**src/rtl/ld_mode_ctrl_if.sv**
```systemverilog
`default_nettype none
// ============================================================================
// Module      : ld_mode_ctrl_if
// Description : Board I/O bundle for the LED mode controller (switches,
//               buttons, LEDs and current mode).
// Revision    : 1.0 - initial release
// ============================================================================
interface ld_mode_ctrl_if;
    logic [7:0] sw;
    logic [1:0] bt;
    logic [7:0] ld;
    logic [1:0] mode;

    modport master (
        output sw,
        output bt,
        input  ld,
        input  mode
    );

    modport slave (
        input  sw,
        input  bt,
        output ld,
        output mode
    );
endinterface
`default_nettype wire

```
**src/rtl/ld_mode_ctrl.sv**
```systemverilog
`default_nettype none
// ============================================================================
// Module      : ld_mode_ctrl
// Description : Selects what drives the 8 LEDs: switch pass-through, ticking
//               counter, rotating pattern or freeze; bt[0] steps, bt[1] loads.
// Revision    : 1.0 - initial release
// ============================================================================
module ld_mode_ctrl #(
    parameter int TICK_DIV = 12500000,
    parameter int DIV_W    = 24
) (
    input  wire logic         clk,
    input  wire logic         rst,
    ld_mode_ctrl_if.slave     bus
);

    localparam logic [1:0]       c_MODE_PASS  = 2'd0;
    localparam logic [1:0]       c_MODE_COUNT = 2'd1;
    localparam logic [1:0]       c_MODE_SHIFT = 2'd2;
    localparam logic [1:0]       c_MODE_HOLD  = 2'd3;
    localparam logic [DIV_W-1:0] c_TICK_MAX   = DIV_W'(TICK_DIV - 1);

    logic [1:0]       r_s1;
    logic [1:0]       r_s2;
    logic [1:0]       r_s3;
    logic [1:0]       w_press;
    logic             w_step;
    logic             w_load;

    logic [DIV_W-1:0] r_div;
    logic             w_tick;

    logic [1:0]       r_mode;
    logic [1:0]       w_mode_nxt;
    logic [7:0]       r_cnt;
    logic [7:0]       w_cnt_nxt;
    logic [7:0]       r_pat;
    logic [7:0]       w_pat_nxt;
    logic [7:0]       r_ld;
    logic [7:0]       w_ld_nxt;

    assign w_press = r_s2 & ~r_s3;
    assign w_step  = w_press[0];
    assign w_load  = w_press[1];
    assign w_tick  = (r_div == c_TICK_MAX);

    // Button synchronizers plus edge-detect delay; reset to 0 so a button held
    // through reset release still yields exactly one press.
    always_ff @(posedge clk) begin
        if (rst) begin
            r_s1 <= 2'b00;
            r_s2 <= 2'b00;
            r_s3 <= 2'b00;
        end else begin
            r_s1 <= bus.bt;
            r_s2 <= r_s1;
            r_s3 <= r_s2;
        end
    end

    // Prescaler restarts on every mode change so a fresh mode gets a full period.
    always_ff @(posedge clk) begin
        if (rst || w_step || w_tick) begin
            r_div <= '0;
        end else begin
            r_div <= r_div + 1'b1;
        end
    end

    always_ff @(posedge clk) begin
        if (rst) begin
            r_mode <= c_MODE_PASS;
            r_cnt  <= 8'h00;
            r_pat  <= 8'h01;
            r_ld   <= 8'h00;
        end else begin
            r_mode <= w_mode_nxt;
            r_cnt  <= w_cnt_nxt;
            r_pat  <= w_pat_nxt;
            r_ld   <= w_ld_nxt;
        end
    end

    // Load and tick act on the current mode; a simultaneous step only moves
    // the mode register, so the load lands in the mode being left.
    always_comb begin
        w_mode_nxt = r_mode;
        w_cnt_nxt  = r_cnt;
        w_pat_nxt  = r_pat;
        w_ld_nxt   = r_ld;

        if (w_step) begin
            w_mode_nxt = r_mode + 2'd1;
        end

        case (r_mode)
            c_MODE_PASS: begin
                w_ld_nxt = bus.sw;
            end
            c_MODE_COUNT: begin
                w_ld_nxt = r_cnt;
                if (w_load) begin
                    w_cnt_nxt = bus.sw;
                end else if (w_tick) begin
                    w_cnt_nxt = r_cnt + 8'd1;
                end
            end
            c_MODE_SHIFT: begin
                w_ld_nxt = r_pat;
                if (w_load) begin
                    // An all-zero pattern would rotate forever as dark LEDs.
                    w_pat_nxt = (bus.sw == 8'h00) ? 8'h01 : bus.sw;
                end else if (w_tick) begin
                    w_pat_nxt = {r_pat[6:0], r_pat[7]};
                end
            end
            c_MODE_HOLD: begin
                w_ld_nxt = r_ld;
            end
            default: begin
                w_ld_nxt = r_ld;
            end
        endcase
    end

    assign bus.ld   = r_ld;
    assign bus.mode = r_mode;

endmodule
`default_nettype wire

```
**src/flat_wrapper.sv**
```systemverilog
// flat-port wrapper written by rule: the top's interface ports become plain ports
module ld_mode_ctrl_flat 
#(
    parameter int TICK_DIV = 12500000,
    parameter int DIV_W    = 24
)
  (clk, rst, bus_sw, bus_bt, bus_ld, bus_mode);
  ld_mode_ctrl_if bus_i ();
  input  wire logic clk;
  input  wire logic rst;
  input wire logic [$bits(bus_i.sw)-1:0] bus_sw;
  input wire logic [$bits(bus_i.bt)-1:0] bus_bt;
  output wire logic [$bits(bus_i.ld)-1:0] bus_ld;
  output wire logic [$bits(bus_i.mode)-1:0] bus_mode;
  assign bus_i.sw = bus_sw;
  assign bus_i.bt = bus_bt;
  assign bus_ld = bus_i.ld;
  assign bus_mode = bus_i.mode;
  ld_mode_ctrl #(.TICK_DIV(TICK_DIV), .DIV_W(DIV_W)) u_core (.clk(clk), .rst(rst), .bus(bus_i));
endmodule
```
**config.mk**
```make
export PLATFORM = sky130hd
export DESIGN_NAME = ld_mode_ctrl_flat
export DESIGN_NICKNAME = d
export VERILOG_FILES = /design/src/rtl/ld_mode_ctrl_if.sv /design/src/rtl/ld_mode_ctrl.sv /design/src/flat_wrapper.sv
export SDC_FILE = /design/constraint.sdc
export NUM_CORES = 1
export LEC_CHECK = 0
export CORE_ASPECT_RATIO = 0.8
export CORE_MARGIN = 1.5
export CORE_UTILIZATION = 35
export DETAILED_ROUTE_END_ITERATION = 12
export GPL_ROUTABILITY_DRIVEN = 0
export PLACE_DENSITY = 0.52
export SLEW_MARGIN = 20
export SYNTH_ARGS = -nofsm -noshare
export SYNTH_HDL_FRONTEND = slang
export SYNTH_SLANG_ARGS = --single-unit
```
**constraint.sdc**
```tcl
create_clock -name clk -period 2.15 [get_ports clk]
set_input_delay 0.43 -clock clk [delete_from_list [all_inputs] [get_ports clk]]
set_output_delay 0.43 -clock clk [all_outputs]
set_load 0.005 [all_outputs]
```
Yosys cells after proc, flatten, opt, wreduce, memory -nomap -nowiden
Index checks and enable logic that the tools add are counted.
{"block": "word_totals", "register_bits": 56, "latchBits": 0, "ramBits": 0, "rom_bits": 0, "in_bits": 12, "out_inout_bits": 10, "word_cells": 30, "mem_count": 0}
{"block": "classes", "n_addsub": 3, "n_mul": 0, "div": 0, "magnitude_cmp": 0, "eq_ne": 4, "shifts": 0, "n_mux": 6, "bitwise_logic": 2, "n_reduce_logical": 7}
{"op": "2-to-1 mux 8 bit", "n": 5}
{"op": "adder 24 x 1 -> 24 bit, second input constant", "n": 1}
{"op": "equality test 24 bit, second input constant", "n": 1}
{"op": "case mux 8 bit (3 select lines)", "n": 1}
{"op": "adder 8 x 1 -> 8 bit, second input constant", "n": 1}
{"op": "zero test 8 bit", "n": 1}
{"op": "equality test 2 bit, second input constant", "n": 2}
{"op": "AND reduction 2 bit", "n": 2}
{"op": "adder 2 x 1 -> 2 bit, second input constant", "n": 1}
{"op": "AND 2 bit", "n": 1}
{"op": "equality test 2 x 1 -> 1 bit, second input constant", "n": 1}
{"op": "zero test 2 bit", "n": 1}
{"op": "logical OR 1 bit", "n": 2}
{"op": "NOT 2 bit", "n": 1}
{"op": "nonzero test 2 bit", "n": 1}

Depth between registers and ports, before layout
Gate-level depths: netlist of run 1.
{"block": "logic_depth", "word_depth": 4, "ltp_mapped": 7}

Worst setup path before layout of run 1
No wires, ideal clock.
{"block": "synth_timing", "path_kind": "flip-flop to flip-flop", "startpoint": "register u_core.r_div[0]", "endpoint": "register u_core.r_div[19]", "setup_time_ns": 0.115, "arrival_time_ns": 1.617, "path_slack_ns": 0.418, "stages_incl_launch_ff": 8, "path_buffers": 1, "path_cell_list": "dfxtp_1 ha_1 and4_1 nand2_1 or3_4 nand2_1 buf_4 nor2_1"}
{"block": "synth_between", "elab_chain_len": 2, "word_cells_on_any_way": 3}
{"item": "start: declaration", "line": "ld_mode_ctrl.sv:30", "text": "logic [DIV_W-1:0] r_div;"}
{"item": "start signal: assignment", "line": "ld_mode_ctrl.sv:66", "text": "r_div <= r_div + 1'b1;"}
{"item": "parallel branches: the longest is 2 deep, another holds adder 24 x 1 -> 24 bit"}
Several ways; the timed one is not identified.
A chain may end at the register's enable or synchronous reset.

Worst setup path in the final report of run 1
{"block": "layout_timing", "startpoint": "register u_core.r_div[0]", "endpoint": "register u_core.r_pat[3]"}
{"block": "layout_between", "elab_chain_len": 3}
{"item": "equality test 24 bit", "line": "ld_mode_ctrl.sv:45", "text": "assign w_tick = (r_div == c_TICK_MAX);"}
{"item": "nonzero test 2 bit (no source line)"}
{"item": "AND reduction 2 bit (no source line)"}
{"item": "end signal: assignment", "line": "ld_mode_ctrl.sv:79", "text": "r_pat <= w_pat_nxt;"}
{"item": "end: declaration", "line": "ld_mode_ctrl.sv:37", "text": "logic [7:0] r_pat;"}
No other way between the ends.

==> results by group, run 1 <==
Pwr
  – Leakage dissipation: 1.041 nW
  – Sw Ratio: 0.2357
  – Pint: 1.531 mW
  – Clock power frac: 0.341
  – Pwr Density: 629.0 nW/µm²
  – Psw: 0.4722 mW
  – Combinational fraction of design power: 0.118
  – Max IR drop VDD: 281.0 µV
  – Register share of total power: 0.542

GRT
  – First-pass GRT wire length: 10190 µm
  – All-Layer GR Usage: 0.1570
  – Antenna violations before repair: 0
  – Pin count of the biggest net entering global routing: 27
  – Vias in the first global route: 2050
  – Grt total ovfl: 0

STA
  – Tcrit/Tclk final: 0.8958
  – Setup ws final: 0.2240 ns
  – Worst hold slack: 0.4530 ns
  – Final setup violation count: 0
  – Slew headroom: 0.4683
  – Worst slew pin tran: 0.7975 ns
  – Final slew viol count: 0
  – Final Hold Viols: 0
  – RSZ-0062 raised after global routing: no
  – Worst Skew: 0.007047 ns
  – Setup TNS: 0 ns
  – Tmin final: 1.926 ns
  – Fmax: 519.2 MHz

Setup path
  – Crit. End Element: flip-flop
  – WP data required: 2.37 ns
  – Crit start category: flip-flop
  – Crit-path slowest cell: dfxtp_1
  – Crit Path Category: reg2reg
  – Critical Path, Cell by Cell: ha_1, and4_2, nand2_1, o31ai_4, buf_12, a21oi_1, a311oi_1
  – WP data arrival: 2.15 ns
  – Crit path max-delay family: compound AO/OA/AOI/OAI gates
  – Crit path max fanout: 20
  – Max stage delay on crit path: 0.38 ns
  – Worst path bufs/invs: 1

CTS
  – # H-tree levels: 2
  – Clk sink count: 56
  – Max Root-Sink Buffers: 2
  – Clk_lat worst skew: 0.31 ns
  – Root Driver: clkbuf_8
  – CTS tree: yes
  – CTS Buf Count: 5
  – Clk slew on worst S/H paths: 0.10 ns
  – Cts hold-fix bufs: 0

Routing
  – DR iter-0 viols: 118
  – Residual DRC: 0
  – Vias per cell: 5.203
  – Antenna-violating nets left: 0
  – Routed len/inst: 13.90 µm
  – Routed wire length: 6018 µm
  – Vias: 2253
  – Drt pass-1 iters: 5

Layout
  – Leading cell type in the layout, fill and taps excluded: dfxtp_1
  – Nets: 344
  – Most frequent cells in the layout: dfxtp_1 (56), nor2_1 (43), clkdlybuf4s50_1 (21)
  – Area Overhead vs Synth: 17.60%
  – Ant. Diodes: 0
  – Fraction of layout instances using a drive strength above 1: 0.07622

Min path
  – Worst Hold Class: reg2reg

Job
  – MaxCap Viol Count: 0

Floorplanning
  – Full die area: 8280 µm²
  – Die height: 81.69 µm
  – # IOs: 22
  – Core area: 7462 µm²
  – Die extent in x: 101.4 µm
  – Initial Util: 0.3630
  – FP Rows: 28

Yosys
  – Post-Syn Area per Cell: 8.795 µm²
  – Synth Instances: 308
  – Post-Syn Nets: 325
  – Number of library cell types mapped by synthesis: 45
  – EDFF count, synth: 0
  – Post-synth ARST share: 0
  – Ys flop type: dfxtp_1
  – Yosys reg bits: 56
  – Sequential area share after synthesis: 0.4139
  – Warnings from Yosys: 0
  – Synthesized cell area: 2709 µm²

Place
  – Post-DP HPWL: 4160 µm
  – Pre-CTS setup slack: 0.1857 ns
  – IO buf count: 21

Outcome
  – Outcome: finished, final reports clean
## power groups by stage
stage	logic (mW)	clock network, mW	registers, mW
after CTS	0.239	0.708	1.09
after global routing	0.262	0.742	1.09
final	0.236	0.682	1.09
after global placement	0.238	0	1.11
after detailed placement	0.238	0	1.11
after floorplan	0.133	0	1.11
## final timing paths
kind	startpoint	end	slack (ns)	depth (start not counted)
hold reg to reg	u_core.r_s1[0]$_SDFF_PP0_	u_core.r_s2[0]$_SDFF_PP0_	0.45	1
setup reg to reg	u_core.r_div[0]$_SDFF_PP0_	u_core.r_pat[3]$_SDFFE_PP0P_	0.22	7
setup / recovery	u_core.r_div[0]$_SDFF_PP0_	u_core.r_pat[3]$_SDFFE_PP0P_	0.22	7
hold / removal	u_core.r_s1[0]$_SDFF_PP0_	u_core.r_s2[0]$_SDFF_PP0_	0.45	1
## synth_stat cells, types with 4 or more instances
cell / count / area, µm²
xnor2_1: 14 / 122.6
ha_1: 5 / 62.56
nand3_1: 10 / 50.05
a221oi_1: 9 / 78.83
nor3_1: 14 / 70.07
mux2i_1: 8 / 80.08
clkbuf_1: 12 / 45.04
dfxtp_1: 56 / 1121
nor2b_1: 17 / 106.4
nor2_1: 43 / 161.4
xor2_1: 9 / 78.83
o21ai_0: 4 / 20.02
inv_1: 7 / 26.28
a21oi_1: 20 / 100.1
nor4_1: 4 / 25.02
and4_1: 6 / 52.55
a311oi_1: 8 / 70.07
nand2_1: 17 / 63.81
nand4_1: 7 / 43.79
## flip-flops by register name (all words and copies together) (netlist names)
signal,count
u_core.r_cnt,8
u_core.r_s1,2
u_core.bus.mode,2
u_core.r_pat,8
u_core.r_s3,2
u_core.bus.ld,8
u_core.r_div,24
u_core.r_s2,2
## layer usage
layer	track usage	vias to the layer above	wire, µm
met5	0	-	0
met4	0.04167	0	27
met3	0.03149	2	231
met2	0.2289	34	2531
met1	0.2344	1068	3227
li1	-	1149	-
## worst register-to-register path, cell delays in order, from the launching register on
cell	delay [ns]
dfxtp_1	0.38
ha_1	0.21
and4_2	0.27
nand2_1	0.16
o31ai_4	0.26
buf_12	0.19
a21oi_1	0.08
a311oi_1	0.29
## kinds of logic (layout without fill, tap and decap cells)
group                      after synthesis  after routing  synth area share
and+or+nand+nor                        131            131            0.2563
AOI/OAI and AO/OA                       60             60            0.1617
DFF                                     56             56            0.4139
buffers and inverters                   25             45           0.04111
xor gates and xnor gates                23             23           0.07437
muxes                                    8              8           0.02956
adders and majority gates                5              5           0.02309
## cell type report
type / instances / area, µm²
Clock buffer: 6 / 72.57
Fill cell: 745 / 4277
Multi-Input combinational cell: 227 / 1484
Sequential cell: 56 / 1121
Clock inverter: 2 / 35.03
Tap cell: 105 / 131.4
Inverter: 7 / 26.28
Timing Repair Buffer: 30 / 315.3
## what timing repair did
item,in CTS,in global routing
gates resized for setup,0,2
setup buffers,0,0
endpoints found under the setup margin,0,1
## stage by stage
step	cells	cell area [µm²]	utilization	total power, mW
floorplan	308	2709	-	1.241
finish	433	3186	0.4269	2.004
CTS	433	3178	0.4259	2.032
detailed placement	425	3070	0.4115	1.347
global route	433	3186	0.4269	2.094
global placement	425	3070	0.4115	1.347
Power figures use the tool's default switching activity.
==> run 2: changes to the inputs <==
--- a/config.mk
+++ b/config.mk
@@ -5,12 +5,14 @@
 export SDC_FILE = /design/constraint.sdc
 export NUM_CORES = 1
 export LEC_CHECK = 0
+export CELL_PAD_IN_SITES_DETAIL_PLACEMENT = 1
+export CELL_PAD_IN_SITES_GLOBAL_PLACEMENT = 1
 export CORE_ASPECT_RATIO = 0.8
 export CORE_MARGIN = 1.5
 export CORE_UTILIZATION = 35
 export DETAILED_ROUTE_END_ITERATION = 12
 export GPL_ROUTABILITY_DRIVEN = 0
-export PLACE_DENSITY = 0.52
+export PLACE_DENSITY = 0.64
 export SLEW_MARGIN = 20
 export SYNTH_ARGS = -nofsm -noshare
 export SYNTH_HDL_FRONTEND = slang
==> results by group, run 2 (synthesis gave the netlist of run 1 again) <==
Outcome
  – Outcome: finished, final reports clean

Routing
  – Routed len/inst: 15.07 µm
  – Antenna-violating nets left: 0
  – DR iter-0 viols: 83
  – Vias: 2300
  – Drt pass-1 iters: 4
  – Residual DRC: 0
  – Vias per cell: 5.251
  – Routed wire length: 6600 µm

Place
  – Post-DP HPWL: 4819 µm
  – IO buf count: 21
  – Pre-CTS setup slack: 0.1608 ns

Layout
  – Filler cells: 868
  – Leading cell type in the layout, fill and taps excluded: dfxtp_1
  – Nets: 350
  – Fraction of layout instances using a drive strength above 1: 0.09009
  – Largest register by flop count: u_core.r_div
  – Most frequent cells in the layout: dfxtp_1 (56), nor2_1 (43), clkdlybuf4s50_1 (21)
  – Ant. Diodes: 0
  – Max reg flops: 24
  – Area Overhead vs Synth: 17.32%

GRT
  – GR Layer Usage met3: 0.02979
  – Met1 usage: 0.2443
  – Vias in the first global route: 2232
  – Grt total ovfl: 0
  – Antenna violations before repair: 0
  – Pin count of the biggest net entering global routing: 25
  – All-Layer GR Usage: 0.1701
  – First-pass GRT wire length: 11050 µm
  – GR Util met2: 0.2678
  – Most Crowded Layer GR: met2

CTS
  – Clk sink count: 56
  – Clk slew on worst S/H paths: 0.10 ns
  – CTS tree: yes
  – # H-tree levels: 2
  – Cts hold-fix bufs: 0
  – Root Driver: clkbuf_8
  – CTS Buf Count: 5
  – Clk_lat worst skew: 0.31 ns
  – Max Root-Sink Buffers: 2

Setup path
  – Crit. End Element: flip-flop
  – Crit path max fanout: 9
  – Worst path bufs/invs: 1
  – Crit Path Category: reg2reg
  – Crit start category: flip-flop
  – Critical Path, Cell by Cell: ha_1, and4_1, nand2_2, o31ai_4, buf_4, a21oi_1, a311oi_1
  – WP data required: 2.37 ns
  – WP data arrival: 2.17 ns
  – Crit-path slowest cell: dfxtp_1
  – Crit path max-delay family: compound AO/OA/AOI/OAI gates
  – Max stage delay on crit path: 0.38 ns

Floorplanning
  – Full die area: 8280 µm²
  – Core area: 7462 µm²
  – # IOs: 22
  – Die extent in x: 101.4 µm
  – FP Rows: 28
  – Die height: 81.69 µm
  – Initial Util: 0.3630

STA
  – Tmin final: 1.954 ns
  – Slew headroom: 0.4608
  – RSZ-0062 raised after global routing: no
  – Setup TNS: 0 ns
  – Tcrit/Tclk final: 0.9090
  – Fmax: 511.7 MHz
  – Final Hold Viols: 0
  – Worst Skew: 0.01082 ns
  – Setup ws final: 0.1957 ns
  – Final setup violation count: 0
  – Worst slew pin tran: 0.8089 ns
  – Final slew viol count: 0

Pwr
  – Sw Ratio: 0.2554
  – Leakage dissipation: 1.053 nW
  – Pint: 1.406 mW
  – Total Power: 1.889 mW
  – Clock power frac: 0.300
  – Max IR drop VDD: 264.2 µV
  – Register share of total power: 0.574
  – Combinational fraction of design power: 0.126
  – Psw: 0.4824 mW
  – Pwr Density: 594.3 nW/µm²

Min path
  – Worst Hold Class: reg2reg

Job
  – MaxCap Viol Count: 0
-- run 2: path summary, 6_finish.rpt --
path                              start                      endpoint  slack, ns  cells after the start
min reg2reg   u_core.r_s1[1]$_SDFF_PP0_     u_core.r_s2[1]$_SDFF_PP0_       0.45                      1
max reg2reg  u_core.r_div[0]$_SDFF_PP0_  u_core.r_pat[4]$_SDFFE_PP0P_       0.20                      7
max          u_core.r_div[0]$_SDFF_PP0_  u_core.r_pat[4]$_SDFFE_PP0P_       0.20                      7
min           u_core.r_s1[1]$_SDFF_PP0_     u_core.r_s2[1]$_SDFF_PP0_       0.45                      1
-- run 2: area by class of cell --
type / count / area [µm²] / share of cell area
Multi-Input combinational cell: 227 / 1479 / 0.4654
Sequential cell: 56 / 1121 / 0.3528
Timing Repair Buffer: 36 / 339.1 / 0.1067
Tap cell: 105 / 131.4 / 0.04134
Clock buffer: 5 / 68.82 / 0.02165
Inverter: 7 / 26.28 / 0.008268
Clock inverter: 2 / 12.51 / 0.003937
-- run 2: power by group through the flow --
stage	Sequential (mW)	Combinational [mW]	Clock (mW)
4_1_cts	1.09	0.240	0.598
3_3_place_gp	1.11	0.237	0
2_1_floorplan	1.11	0.133	0
6_report	1.08	0.238	0.566
5_1_grt	1.09	0.265	0.634
3_5_place_dp	1.11	0.239	0
-- run 2: metal layers --
metal  part of all wire  wire length (µm)
met5                  0                 0
met4             0.0089                59
met3              0.020               134
met2               0.45              2956
met1               0.52              3448
-- run 2: metrics by stage --
step / hold WS (ns) / instances / instance area (µm²) / util
finish: 0.4530 / 438 / 3178 / 0.4259
global route: 0.4786 / 438 / 3178 / 0.4259
CTS: 0.4577 / 437 / 3164 / 0.4240
detailed placement: 0.4351 / 430 / 3083 / 0.4131
global placement: 0.4269 / 430 / 3083 / 0.4131
floorplan: 0.4138 / 308 / 2709 / -
-- run 2: repair_timing --
action,4_1_cts,5_1_grt
setup buffers,0,1
gates resized for setup,0,2
endpoints found under the setup margin,0,2
==> run 3: changes to the inputs <==
--- a/config.mk
+++ b/config.mk
@@ -5,6 +5,7 @@
 export SDC_FILE = /design/constraint.sdc
 export NUM_CORES = 1
 export LEC_CHECK = 0
+export CAP_MARGIN = 10
 export CELL_PAD_IN_SITES_DETAIL_PLACEMENT = 1
 export CELL_PAD_IN_SITES_GLOBAL_PLACEMENT = 1
 export CORE_ASPECT_RATIO = 0.8
@@ -13,6 +14,7 @@
 export DETAILED_ROUTE_END_ITERATION = 12
 export GPL_ROUTABILITY_DRIVEN = 0
 export PLACE_DENSITY = 0.64
+export REMOVE_ABC_BUFFERS = 1
 export SLEW_MARGIN = 20
 export SYNTH_ARGS = -nofsm -noshare
 export SYNTH_HDL_FRONTEND = slang
==> results by group, run 3 (synthesis gave the netlist of run 1 again) <==
Outcome
  – Outcome: finished, final reports clean

Setup path
  – WP data arrival: 2.26 ns
  – Worst path most repeated cell: buf_4
  – Worst R2R Setup Slack: 0.12 ns
  – Max stage delay on crit path: 0.39 ns
  – Cells on worst reg2reg path: 8
  – Crit path max fanout: 6
  – FF-to-FF End: u_core.r_pat[6]$_SDFFE_PP0P_
  – Crit start category: flip-flop
  – WP data required: 2.37 ns
  – Launching point of the worst reg2reg path: u_core.r_div[0]$_SDFF_PP0_
  – Critical Path, Cell by Cell: ha_1, and4_1, nand2_1, o31ai_4, buf_4, buf_4, a21oi_1, a311oi_1
  – Crit Path Category: reg2reg
  – Crit-path slowest cell: dfxtp_1
  – Crit. End Element: flip-flop

Min path
  – Min-delay src: u_core.r_s1[1]$_SDFF_PP0_
  – Hold path endpoint: u_core.r_s2[1]$_SDFF_PP0_
  – Worst Hold Class: reg2reg
  – Worst Hold Depth: 1

Floorplanning
  – Full die area: 8280 µm²
  – Core area: 7462 µm²
  – Die height: 81.69 µm
  – Initial Util: 0.3630
  – # IOs: 22
  – FP Rows: 28
  – Die extent in x: 101.4 µm

GRT
  – Vias in the first global route: 2210
  – Grt total ovfl: 0
  – Pin count of the biggest net entering global routing: 25
  – First-pass GRT wire length: 11230 µm
  – All-Layer GR Usage: 0.1742
  – Antenna violations before repair: 0

CTS
  – Cts hold-fix bufs: 0
  – Root Driver: clkbuf_8
  – Max Root-Sink Buffers: 2
  – CTS Buf Count: 5
  – # H-tree levels: 2
  – CTS tree: yes
  – Clk sink count: 56
  – Clk slew on worst S/H paths: 0.10 ns
  – Clk_lat worst skew: 0.31 ns

STA
  – Worst slew pin tran: 0.8588 ns
  – Worst hold slack: 0.4432 ns
  – Tmin final: 2.034 ns
  – Tcrit/Tclk final: 0.9462
  – Slew headroom: 0.4275
  – Final setup violation count: 0
  – Fmax: 491.6 MHz
  – Final slew viol count: 0
  – Final Hold Viols: 0
  – Worst Skew: 0.01374 ns

Layout
  – Leading cell type in the layout, fill and taps excluded: dfxtp_1
  – Fraction of layout instances using a drive strength above 1: 0.08133
  – Area Overhead vs Synth: 17.09%
  – Nets: 348
  – Most frequent cells in the layout: dfxtp_1 (56), nor2_1 (43), clkdlybuf4s50_1 (21)
  – Final instance area: 3172 µm²
  – Max reg flops: 24
  – Largest register by flop count: u_core.r_div
  – Ant. Diodes: 0

Place
  – IO buf count: 21
  – DP Area: 3053 µm²
  – Post-DP HPWL: 4757 µm

Pwr
  – Max IR drop VDD: 222.8 µV
  – Pwr Density: 607.4 nW/µm²
  – Leakage dissipation: 1.046 nW

Routing
  – Met1 WL: 3563 µm
  – Met3 routed WL: 155 µm
  – Met2 Wirelength: 2895 µm
  – DR iter-0 viols: 108
  – Residual DRC: 0
  – Antenna-violating nets left: 0
  – Vias: 2304
  – Routed len/inst: 15.28 µm
  – Vias per cell: 5.272
  – Drt pass-1 iters: 4
  – Max layer used: met4
  – Routed wire length: 6677 µm

Job
  – MaxCap Viol Count: 0
run 3: what timing repair did:
action | in CTS | in global routing
setup endpoints to repair | 0 | 7
hold endpoints to repair | 0 | 0
buffers inserted | 0 | 3
gates resized for setup | 0 | 1
run 3: how the worst max path moves through the flow:
stage | end | startpoint | slack (ns)
floorplan | u_core.r_pat[0]$_SDFFE_PP1P_ | u_core.r_div[0]$_SDFF_PP0_ | 0.10
CTS | u_core.r_pat[3]$_SDFFE_PP0P_ | u_core.r_div[14]$_SDFF_PP0_ | 0.07
global placement | u_core.r_pat[3]$_SDFFE_PP0P_ | u_core.r_div[14]$_SDFF_PP0_ | 0.22
detailed placement | u_core.r_pat[3]$_SDFFE_PP0P_ | u_core.r_div[14]$_SDFF_PP0_ | 0.10
finish | u_core.r_pat[6]$_SDFFE_PP0P_ | u_core.r_div[0]$_SDFF_PP0_ | 0.12
global route | u_core.r_cnt[7]$_SDFFE_PP0P_ | u_core.r_div[0]$_SDFF_PP0_ | -0.02
run 3: worst max-delay path, delay by kind of cell, from the launching register on:
kind / cells / cell delay [ns]
simple gates: 2 / 0.40
buf+inv: 2 / 0.29
flops: 1 / 0.39
compound gates: 3 / 0.66
fa+ha+maj: 1 / 0.21
run 3: metrics by stage:
step	utilization	setup slack, ns	TNS [ns]	instances	total power [mW]
6_report	0.4251	0.1157	0	437	1.927
5_1_grt	0.4251	-0.02064	-0.02064	437	2.032
4_1_cts	0.4212	0.07141	0	434	1.958
3_5_place_dp	0.4091	0.1003	0	426	1.344
3_3_place_gp	0.4091	0.2151	0	426	1.340
2_1_floorplan	-	0.1047	0	290	1.223
run 3: report_power, final:
| part | internal (mW) | switching [mW] |
|---|---|---|
| Clock | 0.264 | 0.340 |
| Sequential | 1.07 | 0.0190 |
| Combinational | 0.117 | 0.120 |
| Total | 1.45 | 0.479 |
run 3: routing by layer:
layer / up-vias / global-route usage
met5: - / 0
met4: 0 / 0.05000
met1: 1124 / 0.2603
li1: 1148 / -
met3: 7 / 0.03149
met2: 25 / 0.2537
run 3: layout make-up:
cell class / count / area [µm²]
multi-input combinational: 227 / 1483
fill: 888 / 4290
inverter: 7 / 26.28
tap: 105 / 131.4
timing repair buffer: 34 / 320.3
clock buffer: 8 / 90.09
sequential: 56 / 1121
